==> src/rtl/mesh_pkg.sv <==
// Shared sizes, payload types and FSM state encoding for the PE-mesh operand skew stage.
package mesh_pkg;

  localparam int MESH_N  = 4;
  localparam int A_W     = 8;
  localparam int B_W     = 20;
  localparam int SHIFT_W = 5;
  localparam int ID_W    = 3;
  localparam int CNT_W   = (MESH_N > 1) ? $clog2(MESH_N) : 1;

  typedef struct packed {
    logic               dataflow;
    logic               propagate;
    logic [SHIFT_W-1:0] shift;
  } pe_ctrl_t;

  // Field order is relied on when a column beat is packed from input slices.
  typedef struct packed {
    logic [B_W-1:0]  b;
    logic [B_W-1:0]  d;
    pe_ctrl_t        ctrl;
    logic [ID_W-1:0] id;
    logic            last;
  } col_beat_t;

  typedef enum logic [1:0] {IDLE, STREAM, DRAIN} skew_state_e;

endpackage

==> src/rtl/mesh_operand_skew_if.sv <==
// Operand intake handshake plus the skewed row/column outputs of the mesh skew stage.
interface mesh_operand_skew_if;
  import mesh_pkg::*;

  logic                      in_valid;
  logic                      in_ready;
  logic [MESH_N*A_W-1:0]     in_a;
  logic [MESH_N*B_W-1:0]     in_b;
  logic [MESH_N*B_W-1:0]     in_d;
  logic                      in_ctrl_dataflow;
  logic                      in_ctrl_propagate;
  logic [SHIFT_W-1:0]        in_ctrl_shift;
  logic [ID_W-1:0]           in_id;
  logic                      in_last;

  logic [MESH_N-1:0]         out_a_valid;
  logic [MESH_N*A_W-1:0]     out_a;
  logic [MESH_N-1:0]         out_col_valid;
  logic [MESH_N*B_W-1:0]     out_b;
  logic [MESH_N*B_W-1:0]     out_d;
  logic [MESH_N-1:0]         out_ctrl_dataflow;
  logic [MESH_N-1:0]         out_ctrl_propagate;
  logic [MESH_N*SHIFT_W-1:0] out_ctrl_shift;
  logic [MESH_N*ID_W-1:0]    out_id;
  logic [MESH_N-1:0]         out_last;
  logic                      busy;
  logic                      done;

  modport master (
    output in_valid, in_a, in_b, in_d, in_ctrl_dataflow, in_ctrl_propagate,
           in_ctrl_shift, in_id, in_last,
    input  in_ready, out_a_valid, out_a, out_col_valid, out_b, out_d,
           out_ctrl_dataflow, out_ctrl_propagate, out_ctrl_shift, out_id,
           out_last, busy, done
  );

  modport slave (
    input  in_valid, in_a, in_b, in_d, in_ctrl_dataflow, in_ctrl_propagate,
           in_ctrl_shift, in_id, in_last,
    output in_ready, out_a_valid, out_a, out_col_valid, out_b, out_d,
           out_ctrl_dataflow, out_ctrl_propagate, out_ctrl_shift, out_id,
           out_last, busy, done
  );

endinterface

==> src/rtl/skew_delay_line.sv <==
// DEPTH-stage register chain carrying a valid bit; data stages only load behind a valid beat.
module skew_delay_line #(
  parameter int DEPTH = 1,
  parameter int W     = 8
) (
  input  logic         clock,
  input  logic         reset,
  input  logic         in_valid,
  input  logic [W-1:0] in_data,
  output logic         out_valid,
  output logic [W-1:0] out_data
);

  logic [DEPTH-1:0] valid_q;
  logic [W-1:0]     data_q [DEPTH];

  // Bubbles travel as valid=0 while the data stages keep their old contents.
  always_ff @(posedge clock or posedge reset) begin
    if (reset) begin
      valid_q <= '0;
      for (int k = 0; k < DEPTH; k++) data_q[k] <= '0;
    end else begin
      valid_q[0] <= in_valid;
      if (in_valid) data_q[0] <= in_data;
      for (int k = 1; k < DEPTH; k++) begin
        valid_q[k] <= valid_q[k-1];
        if (valid_q[k-1]) data_q[k] <= data_q[k-1];
      end
    end
  end

  assign out_valid = valid_q[DEPTH-1];
  assign out_data  = data_q[DEPTH-1];

endmodule

==> src/rtl/mesh_operand_skew.sv <==
// Skews one operand beat per cycle into a diagonal wavefront (lane i delayed i+1 cycles)
// and blocks intake while a finished tile drains out of the deepest lane.
module mesh_operand_skew
  import mesh_pkg::*;
(
  input  logic               clock,
  input  logic               reset,
  mesh_operand_skew_if.slave bus
);

  localparam int COL_W = $bits(col_beat_t);

  skew_state_e      state, state_next;
  logic [CNT_W-1:0] cnt;
  logic             accept;
  logic             ready_c, busy_c;

  logic [MESH_N-1:0] row_valid, col_valid;
  logic [A_W-1:0]    row_data [MESH_N];
  col_beat_t         col_in   [MESH_N];
  col_beat_t         col_out  [MESH_N];

  assign accept = bus.in_valid & ready_c;

  always_ff @(posedge clock or posedge reset) begin
    if (reset) begin
      state <= IDLE;
      cnt   <= '0;
    end else begin
      state <= state_next;
      if (accept && bus.in_last) cnt <= CNT_W'(MESH_N - 1);
      else if (state == DRAIN && cnt != '0) cnt <= cnt - CNT_W'(1);
    end
  end

  always_comb begin
    state_next = state;
    case (state)
      IDLE:    if (accept) state_next = bus.in_last ? DRAIN : STREAM;
      STREAM:  if (accept && bus.in_last) state_next = DRAIN;
      DRAIN:   if (cnt == '0) state_next = IDLE;
      default: state_next = IDLE;
    endcase
  end

  always_comb begin
    ready_c = (state != DRAIN);
    busy_c  = (state != IDLE);
  end

  assign bus.in_ready = ready_c;
  assign bus.busy     = busy_c;
  assign bus.done     = col_valid[MESH_N-1] & col_out[MESH_N-1].last;

  for (genvar i = 0; i < MESH_N; i++) begin : g_lane
    assign col_in[i] = {bus.in_b[i*B_W +: B_W], bus.in_d[i*B_W +: B_W],
                        bus.in_ctrl_dataflow, bus.in_ctrl_propagate,
                        bus.in_ctrl_shift, bus.in_id, bus.in_last};

    skew_delay_line #(.DEPTH(i + 1), .W(A_W)) u_row (
      .clock     (clock),
      .reset     (reset),
      .in_valid  (accept),
      .in_data   (bus.in_a[i*A_W +: A_W]),
      .out_valid (row_valid[i]),
      .out_data  (row_data[i])
    );

    skew_delay_line #(.DEPTH(i + 1), .W(COL_W)) u_col (
      .clock     (clock),
      .reset     (reset),
      .in_valid  (accept),
      .in_data   (col_in[i]),
      .out_valid (col_valid[i]),
      .out_data  (col_out[i])
    );

    assign bus.out_a[i*A_W +: A_W]                = row_data[i];
    assign bus.out_b[i*B_W +: B_W]                = col_out[i].b;
    assign bus.out_d[i*B_W +: B_W]                = col_out[i].d;
    assign bus.out_ctrl_dataflow[i]               = col_out[i].ctrl.dataflow;
    assign bus.out_ctrl_propagate[i]              = col_out[i].ctrl.propagate;
    assign bus.out_ctrl_shift[i*SHIFT_W +: SHIFT_W] = col_out[i].ctrl.shift;
    assign bus.out_id[i*ID_W +: ID_W]             = col_out[i].id;
    assign bus.out_last[i]                        = col_out[i].last;
  end

  assign bus.out_a_valid   = row_valid;
  assign bus.out_col_valid = col_valid;

endmodule

==> src/flat_wrapper.sv <==
// flat-port wrapper written by rule: the top's interface ports become plain ports
module mesh_operand_skew_flat import mesh_pkg::*;
  (clock, reset, bus_in_valid, bus_in_a, bus_in_b, bus_in_d, bus_in_ctrl_dataflow, bus_in_ctrl_propagate, bus_in_ctrl_shift, bus_in_id, bus_in_last, bus_in_ready, bus_out_a_valid, bus_out_a, bus_out_col_valid, bus_out_b, bus_out_d, bus_out_ctrl_dataflow, bus_out_ctrl_propagate, bus_out_ctrl_shift, bus_out_id, bus_out_last, bus_busy, bus_done);
  mesh_operand_skew_if bus_i ();
  input  logic clock;
  input  logic reset;
  input wire logic [$bits(bus_i.in_valid)-1:0] bus_in_valid;
  input wire logic [$bits(bus_i.in_a)-1:0] bus_in_a;
  input wire logic [$bits(bus_i.in_b)-1:0] bus_in_b;
  input wire logic [$bits(bus_i.in_d)-1:0] bus_in_d;
  input wire logic [$bits(bus_i.in_ctrl_dataflow)-1:0] bus_in_ctrl_dataflow;
  input wire logic [$bits(bus_i.in_ctrl_propagate)-1:0] bus_in_ctrl_propagate;
  input wire logic [$bits(bus_i.in_ctrl_shift)-1:0] bus_in_ctrl_shift;
  input wire logic [$bits(bus_i.in_id)-1:0] bus_in_id;
  input wire logic [$bits(bus_i.in_last)-1:0] bus_in_last;
  output wire logic [$bits(bus_i.in_ready)-1:0] bus_in_ready;
  output wire logic [$bits(bus_i.out_a_valid)-1:0] bus_out_a_valid;
  output wire logic [$bits(bus_i.out_a)-1:0] bus_out_a;
  output wire logic [$bits(bus_i.out_col_valid)-1:0] bus_out_col_valid;
  output wire logic [$bits(bus_i.out_b)-1:0] bus_out_b;
  output wire logic [$bits(bus_i.out_d)-1:0] bus_out_d;
  output wire logic [$bits(bus_i.out_ctrl_dataflow)-1:0] bus_out_ctrl_dataflow;
  output wire logic [$bits(bus_i.out_ctrl_propagate)-1:0] bus_out_ctrl_propagate;
  output wire logic [$bits(bus_i.out_ctrl_shift)-1:0] bus_out_ctrl_shift;
  output wire logic [$bits(bus_i.out_id)-1:0] bus_out_id;
  output wire logic [$bits(bus_i.out_last)-1:0] bus_out_last;
  output wire logic [$bits(bus_i.busy)-1:0] bus_busy;
  output wire logic [$bits(bus_i.done)-1:0] bus_done;
  assign bus_i.in_valid = bus_in_valid;
  assign bus_i.in_a = bus_in_a;
  assign bus_i.in_b = bus_in_b;
  assign bus_i.in_d = bus_in_d;
  assign bus_i.in_ctrl_dataflow = bus_in_ctrl_dataflow;
  assign bus_i.in_ctrl_propagate = bus_in_ctrl_propagate;
  assign bus_i.in_ctrl_shift = bus_in_ctrl_shift;
  assign bus_i.in_id = bus_in_id;
  assign bus_i.in_last = bus_in_last;
  assign bus_in_ready = bus_i.in_ready;
  assign bus_out_a_valid = bus_i.out_a_valid;
  assign bus_out_a = bus_i.out_a;
  assign bus_out_col_valid = bus_i.out_col_valid;
  assign bus_out_b = bus_i.out_b;
  assign bus_out_d = bus_i.out_d;
  assign bus_out_ctrl_dataflow = bus_i.out_ctrl_dataflow;
  assign bus_out_ctrl_propagate = bus_i.out_ctrl_propagate;
  assign bus_out_ctrl_shift = bus_i.out_ctrl_shift;
  assign bus_out_id = bus_i.out_id;
  assign bus_out_last = bus_i.out_last;
  assign bus_busy = bus_i.busy;
  assign bus_done = bus_i.done;
  mesh_operand_skew u_core (.clock(clock), .reset(reset), .bus(bus_i));
endmodule
==> config.mk <==
export PLATFORM = sky130hd
export DESIGN_NAME = mesh_operand_skew_flat
export DESIGN_NICKNAME = d
export VERILOG_FILES = /design/src/rtl/mesh_pkg.sv /design/src/rtl/mesh_operand_skew_if.sv /design/src/rtl/skew_delay_line.sv /design/src/rtl/mesh_operand_skew.sv /design/src/flat_wrapper.sv
export SDC_FILE = /design/constraint.sdc
export NUM_CORES = 1
export LEC_CHECK = 0
export CORE_MARGIN = 2
export CORE_UTILIZATION = 37
export CTS_CLUSTER_SIZE = 12
export DETAILED_ROUTE_END_ITERATION = 8
export DONT_BUFFER_PORTS = 1
export SLEW_MARGIN = 20
export SYNTH_ARGS = -nofsm -noshare
export SYNTH_HDL_FRONTEND = slang
export SYNTH_SLANG_ARGS = --single-unit
==> constraint.sdc <==
create_clock -name clock -period 22.1 [get_ports clock]
set_input_delay 3.315 -clock clock [delete_from_list [all_inputs] [get_ports clock]]
set_output_delay 3.315 -clock clock [all_outputs]
set_load 0.05 [all_outputs]
Word level (Yosys, flattened, before mapping):

Cells that the tools add are included.

* $add $sub $neg: 1
* eq/ne operators: 6
* muxes and demuxes: 7
* bitwise logic cells: 2
* reduce and logical (&&, ||, !) cells: 8

Operator list (count)
* 2-bit 2-to-1 mux: 6
* 2-bit one-hot mux with 3 select lines: 1
* 2-bit nonzero test: 3
* 2-bit logical NOT: 2
* 2-bit by 1-bit != test with 1-bit output (second input constant): 2
* 2-bit != test (second input constant): 2
* 3-bit AND reduction: 1
* 1-bit AND: 2
* 2-bit by 1-bit == test with 1-bit output (second input constant): 1
* 2-bit == test (second input constant): 1
* 1-bit logical AND: 2
* 2-bit by 1-bit subtractor with 2-bit output (second input constant): 1

* flip-flop bits (word level): 613
* output and inout port bits: 247

Depth between registers and ports, before layout:

* word-level depth: 5
* mapped depth: 7
* gate-level depth less buffers: 4

By module:

Synthesis repeated with hierarchy kept, for this count alone.

* cell total of the unflattened synthesis: 1476
* area total of the unflattened synthesis: 26899.5 µm²

By module, submodules not included
* skew_delay_line (u_core.g_lane[3].u_col): instances 1, cells an instance 488, area each 9085.0 µm², seq. area each 5205.0 µm²
* skew_delay_line (u_core.g_lane[2].u_col): instances 1, cells an instance 379, area each 6910.4 µm², seq. area each 3903.7 µm²
* skew_delay_line (u_core.g_lane[1].u_col): instances 1, cells an instance 270, area each 4735.8 µm², seq. area each 2602.5 µm²
* skew_delay_line (u_core.g_lane[0].u_col): instances 1, cells an instance 110, area each 2178.3 µm², seq. area each 1301.2 µm²
* skew_delay_line (u_core.g_lane[3].u_row): instances 1, cells an instance 81, area each 1490.2 µm², seq. area each 900.9 µm²
* skew_delay_line (u_core.g_lane[2].u_row): instances 1, cells an instance 63, area each 1133.6 µm², seq. area each 675.6 µm²
* skew_delay_line (u_core.g_lane[1].u_row): instances 1, cells an instance 45, area each 777.0 µm², seq. area each 450.4 µm²
* skew_delay_line (u_core.g_lane[0].u_row): instances 1, cells an instance 19, area each 360.3 µm², seq. area each 225.2 µm²
* mesh_operand_skew: instances 1, cells an instance 21, area each 229.0 µm², seq. area each 100.1 µm²

Worst setup path after synthesis:

No wires, ideal clock.

* path kind: in2reg
* from: in bus_in_valid
* to: reg u_core.g_lane[0].u_col.data_q, in the netlist u_core.g_lane[0].u_col.out_data[11]
* setup time: 0.125 ns
* arrival time: 4.152 ns
* path slack: 17.823 ns
* stages on the path: 5
* buffers on the path: 3
* cell sequence: and2_1 buf_6 buf_6 buf_6 mux2_4

* longest elaborated chain between the ends: 1

Ends and longest elaborated chain
* start: declaration: RTL line flat_wrapper.sv:7 `input wire logic [$bits(bus_i.in_valid)-1:0] bus_in_valid;`
* 1-bit AND: RTL line mesh_operand_skew.sv:23 `assign accept = bus.in_valid & ready_c;`
* end signal: indexed assignment: RTL line skew_delay_line.sv:27 `if (valid_q[k-1]) data_q[k] <= data_q[k-1];`
* end: declaration: RTL line skew_delay_line.sv:15 `logic [W-1:0] data_q [DEPTH];`

No other way between the ends.
A chain may end at the register's enable or synchronous reset.

==> impl_results.md <==
- Outcome: finished, final reports clean
- FF-to-FF setup slack: approximately 18000 ps
- Reg2Reg Capture Point: u_core.g_lane[2].u_col.data_q[128]
- Required time at the worst-slack endpoint: ~23000 ps
- Power share of the sequential group: 59.2%
- # setup viols final: 0
- Distinct cells, synth: 20
- Power, Total: approximately 4.2 mW
- Crit path DAT: ~7000 ps
- Clk pwr share: 21.8%
- Seq/Total Area, Yosys: roughly 60%
- Clk sinks: roughly 530
- Initial antenna violation count: 1
- Mapped Cells: around 1300
- Share of cells above drive strength 1: between 50 and 60%
- Psw: 1.74 mW
- Internal: about 2.5 mW
- Max rail drop VDD: 0.112 mV
- Slew HR: a little under a third
- Initial Util: 37.6%
- Leakage: approximately 9.9 nW
- Pin count of the biggest net entering global routing: around 120
- Vias per inst: 4.75
- Clk buf depth: 3
- Synth Area in Compound Gates: less than 1%
- Setup crit end kind: asynchronous set/reset pin
- Fmax achieved: ~150 MHz
- DRC: 0
- Post-route clock period utilization: ~30%
- Die footprint: a little over 60000 µm²
- ANT nets after route: 0
- Largest family of logic cells by synthesized area: multiplexers
- Area delta synth->final: 4.97%
- Post-route minimum period: between 6000 and 7000 ps
- Yosys top cell by area: dfrtp_1
- Setup ws final: roughly 16000 ps
- Post-Syn Area per Cell: ~16 µm²
- Worst min-delay path class: register to register
- Synthesis-stage register bit count: between 500 and 600
- Final worst clock skew: 22.1 ps
- RSZ-0062 raised after global routing: no
- Ys Warns: 0
- Post-CTS setup buffers: 0
- Rows: 88
- CTS root buffer: clkbuf_16
- Total grt overflow: 0
- Setup crit start: reset
- Initial DRT Pass Iterations: 4
- Setup TNS: 0 ps
- Max-slew violations: 0
- Sw frac: between 40% and 50%
- # port buffers: 0
- CP endpoint: u_core.g_lane[3].u_col.data_q[61]
- Total track usage: roughly 14%
- Vias in the first global route: about 10000
- Core area: roughly 58000 µm²
- R2r startpoint: u_core.state[1]
- CP Launch Type: input port
- Die width: about 250 µm
- Wirelength, routed: ~42 mm
- Routed len/inst: between 20 and 25 µm
- Worst-margin pin slew: 1050 ps
- Fin area: about 23000 µm²
- Power per cell area: about 180 nW/µm²
- Max FO, Critical Path: roughly 110
- HPWL after detailed placement: 26.8 mm
- CTS tree: built
- Post-cts sizing count: 0
- Clk_lat worst skew: around 600 ps
- Placed cell areas: about 21000 µm²
- Hold Vio Cnt, Final: 0
- Syn Nets: 1536
- CP Class: input port to asynchronous set/reset pin
- Vias: 9287
- Dpl ws: around 15000 ps
- Clock buffers created by TritonCTS: 57
- Simple-Gate Fraction of Synth Area: less than 1%
- Multiplexer share of the synthesized area: between 20% and 30%
- Combinational cell fraction of total power: a little under a fifth
- Adder-cell share of the synthesized area: 0.0574%
- Worst-path clk slew: approximately 60 ps
- Synth Area in XOR/XNOR: 0%
- First-pass GRT wire length: 63.7 mm
- Max Cap Violations: 0
- Die height: 247 µm
- Post-cts hold buffer count: 0
- GP Congestion: around 0.74
- Layout Nets: between 1000 and 1500
- Io pins: about 450
- Worst reg-to-reg path cell count: 6
- Synthesized area: ~22000 µm²
- Top cell type's share of synthesized area: 61.1%
- Synth top area cells: dfrtp_1 (61%), mux2_2 (19%), mux2_4 (11%)
- H-tree depth: 2
- Detailed Route Iter0 Violations: between 200 and 300
metrics by stage:
step | util [%] | std cells | hold slack, ps
after floorplan | - | 1329 | 394
after global placement | 36.3 | 1854 | 482
after detailed placement | 36.3 | 1854 | 481
after CTS | 39.4 | 1954 | 491
after global routing | 39.5 | 1956 | 511
final | 39.5 | 1957 | 494
worst min path at each step:
stage / cells after the start / endpoint / slack (ps) / start
floorplan: 0 / u_core.g_lane[3].u_col.valid_q[3] / 390 / u_core.g_lane[3].u_row.valid_q[2]
detailed placement: 1 / u_core.state[0] / 480 / u_core.state[1]
global placement: 1 / u_core.g_lane[1].u_col.out_data[14] / 480 / u_core.g_lane[1].u_col.data_q[65]
CTS: 1 / u_core.g_lane[3].u_col.data_q[84] / 490 / u_core.g_lane[3].u_col.data_q[135]
global route: 1 / u_core.g_lane[2].u_col.data_q[64] / 510 / u_core.g_lane[2].u_col.data_q[64]
finish: 1 / u_core.g_lane[2].u_col.out_data[22] / 490 / u_core.g_lane[2].u_col.data_q[73]
cell usage after synthesis:
master	count
nor2_1	2
o22a_1	1
buf_4	196
nand2_1	1
o22ai_1	1
and2_1	2
mux2_4	159
mux2_2	365
buf_1	2
nand2b_1	2
buf_2	25
clkbuf_1	13
dfrtp_1	532
inv_1	3
a2bb2oi_1	1
mux2i_1	1
buf_6	20
ha_1	1
o21ai_0	1
or2_2	1
power by group through the flow:
stage          logic, mW  clock network [mW]  registers, mW
2_1_floorplan       1.65                   0           1.74
3_5_place_dp       0.818                   0           2.53
6_report           0.804               0.921           2.51
4_1_cts            0.821               0.956           2.52
3_3_place_gp       0.786                   0           2.52
5_1_grt            0.876               0.997           2.57
state kept, by name (all words and copies together), names as in the netlist:
name                          flops
u_core.g_lane.u_row.out_data     32
u_core.g_lane.u_row.data_q       48
u_core.g_lane.u_col.out_data    171
u_core.g_lane.u_row.valid_q       3
u_core.cnt                        2
u_core.g_lane.u_col.data_q      273
u_core.state                      2
u_core.g_lane.u_col.valid_q       1
cell type report:
class / count / area, µm²
Antenna cell: 1 / 2.50
Clock inverter: 15 / 174
Sequential cell: 532 / 13300
Inverter: 3 / 18.8
Timing Repair Buffer: 18 / 175
Tap cell: 765 / 957
Multi-Input combinational cell: 538 / 6590
Clock buffer: 85 / 1630
Fill cell: 5328 / 35000
layout by cell type, fill, tap and decap left out:
cell type	netlist	layout
buf_4	196	16
ha_1	1	1
clkinv_4	0	3
clkbuf_1	13	18
nand2b_1	2	2
a2bb2oi_1	1	1
mux2_2	365	365
and2_4	0	1
inv_1	3	2
dfrtp_1	532	529
nor2_1	2	2
o21ai_0	1	1
nand2_1	1	1
mux2i_1	1	1
o22ai_1	1	1
o22a_1	1	1
mux2_4	159	159
clkinv_2	0	5
clkinvlp_4	0	2
diode_2	0	1
clkbuf_16	0	57
inv_8	0	1
and2_1	2	1
bufinv_16	0	3
buf_16	0	2
dfrtp_4	0	3
or2_2	1	1
inv_6	0	2
clkbuf_8	0	10
kinds of logic after synthesis:
| group | count (synthesis) |
|---|---|
| AO/OA/AOI/OAI | 4 |
| adder cells (fa/ha/maj) | 1 |
| buffers and inverters | 259 |
| flip-flops | 532 |
| multiplexers | 525 |
| AND/OR/NAND/NOR | 8 |
per-layer routing:
layer	global-route usage (%)	vias to the layer above	wire [µm]	share of wire, %
met2	21.2	296	19700	47
met4	4.41	2	1070	2.6
met3	5.47	69	3820	9.2
met1	16.9	4889	17100	41
li1	-	4031	-	-
met5	0	-	16	0.038
worst max-delay path: stages:
cell and delay [ps]:
inv_8 480, buf_4 770, buf_4 790, buf_4 870, buf_4 800
No activity file was read; power rests on OpenSTA's default activity.
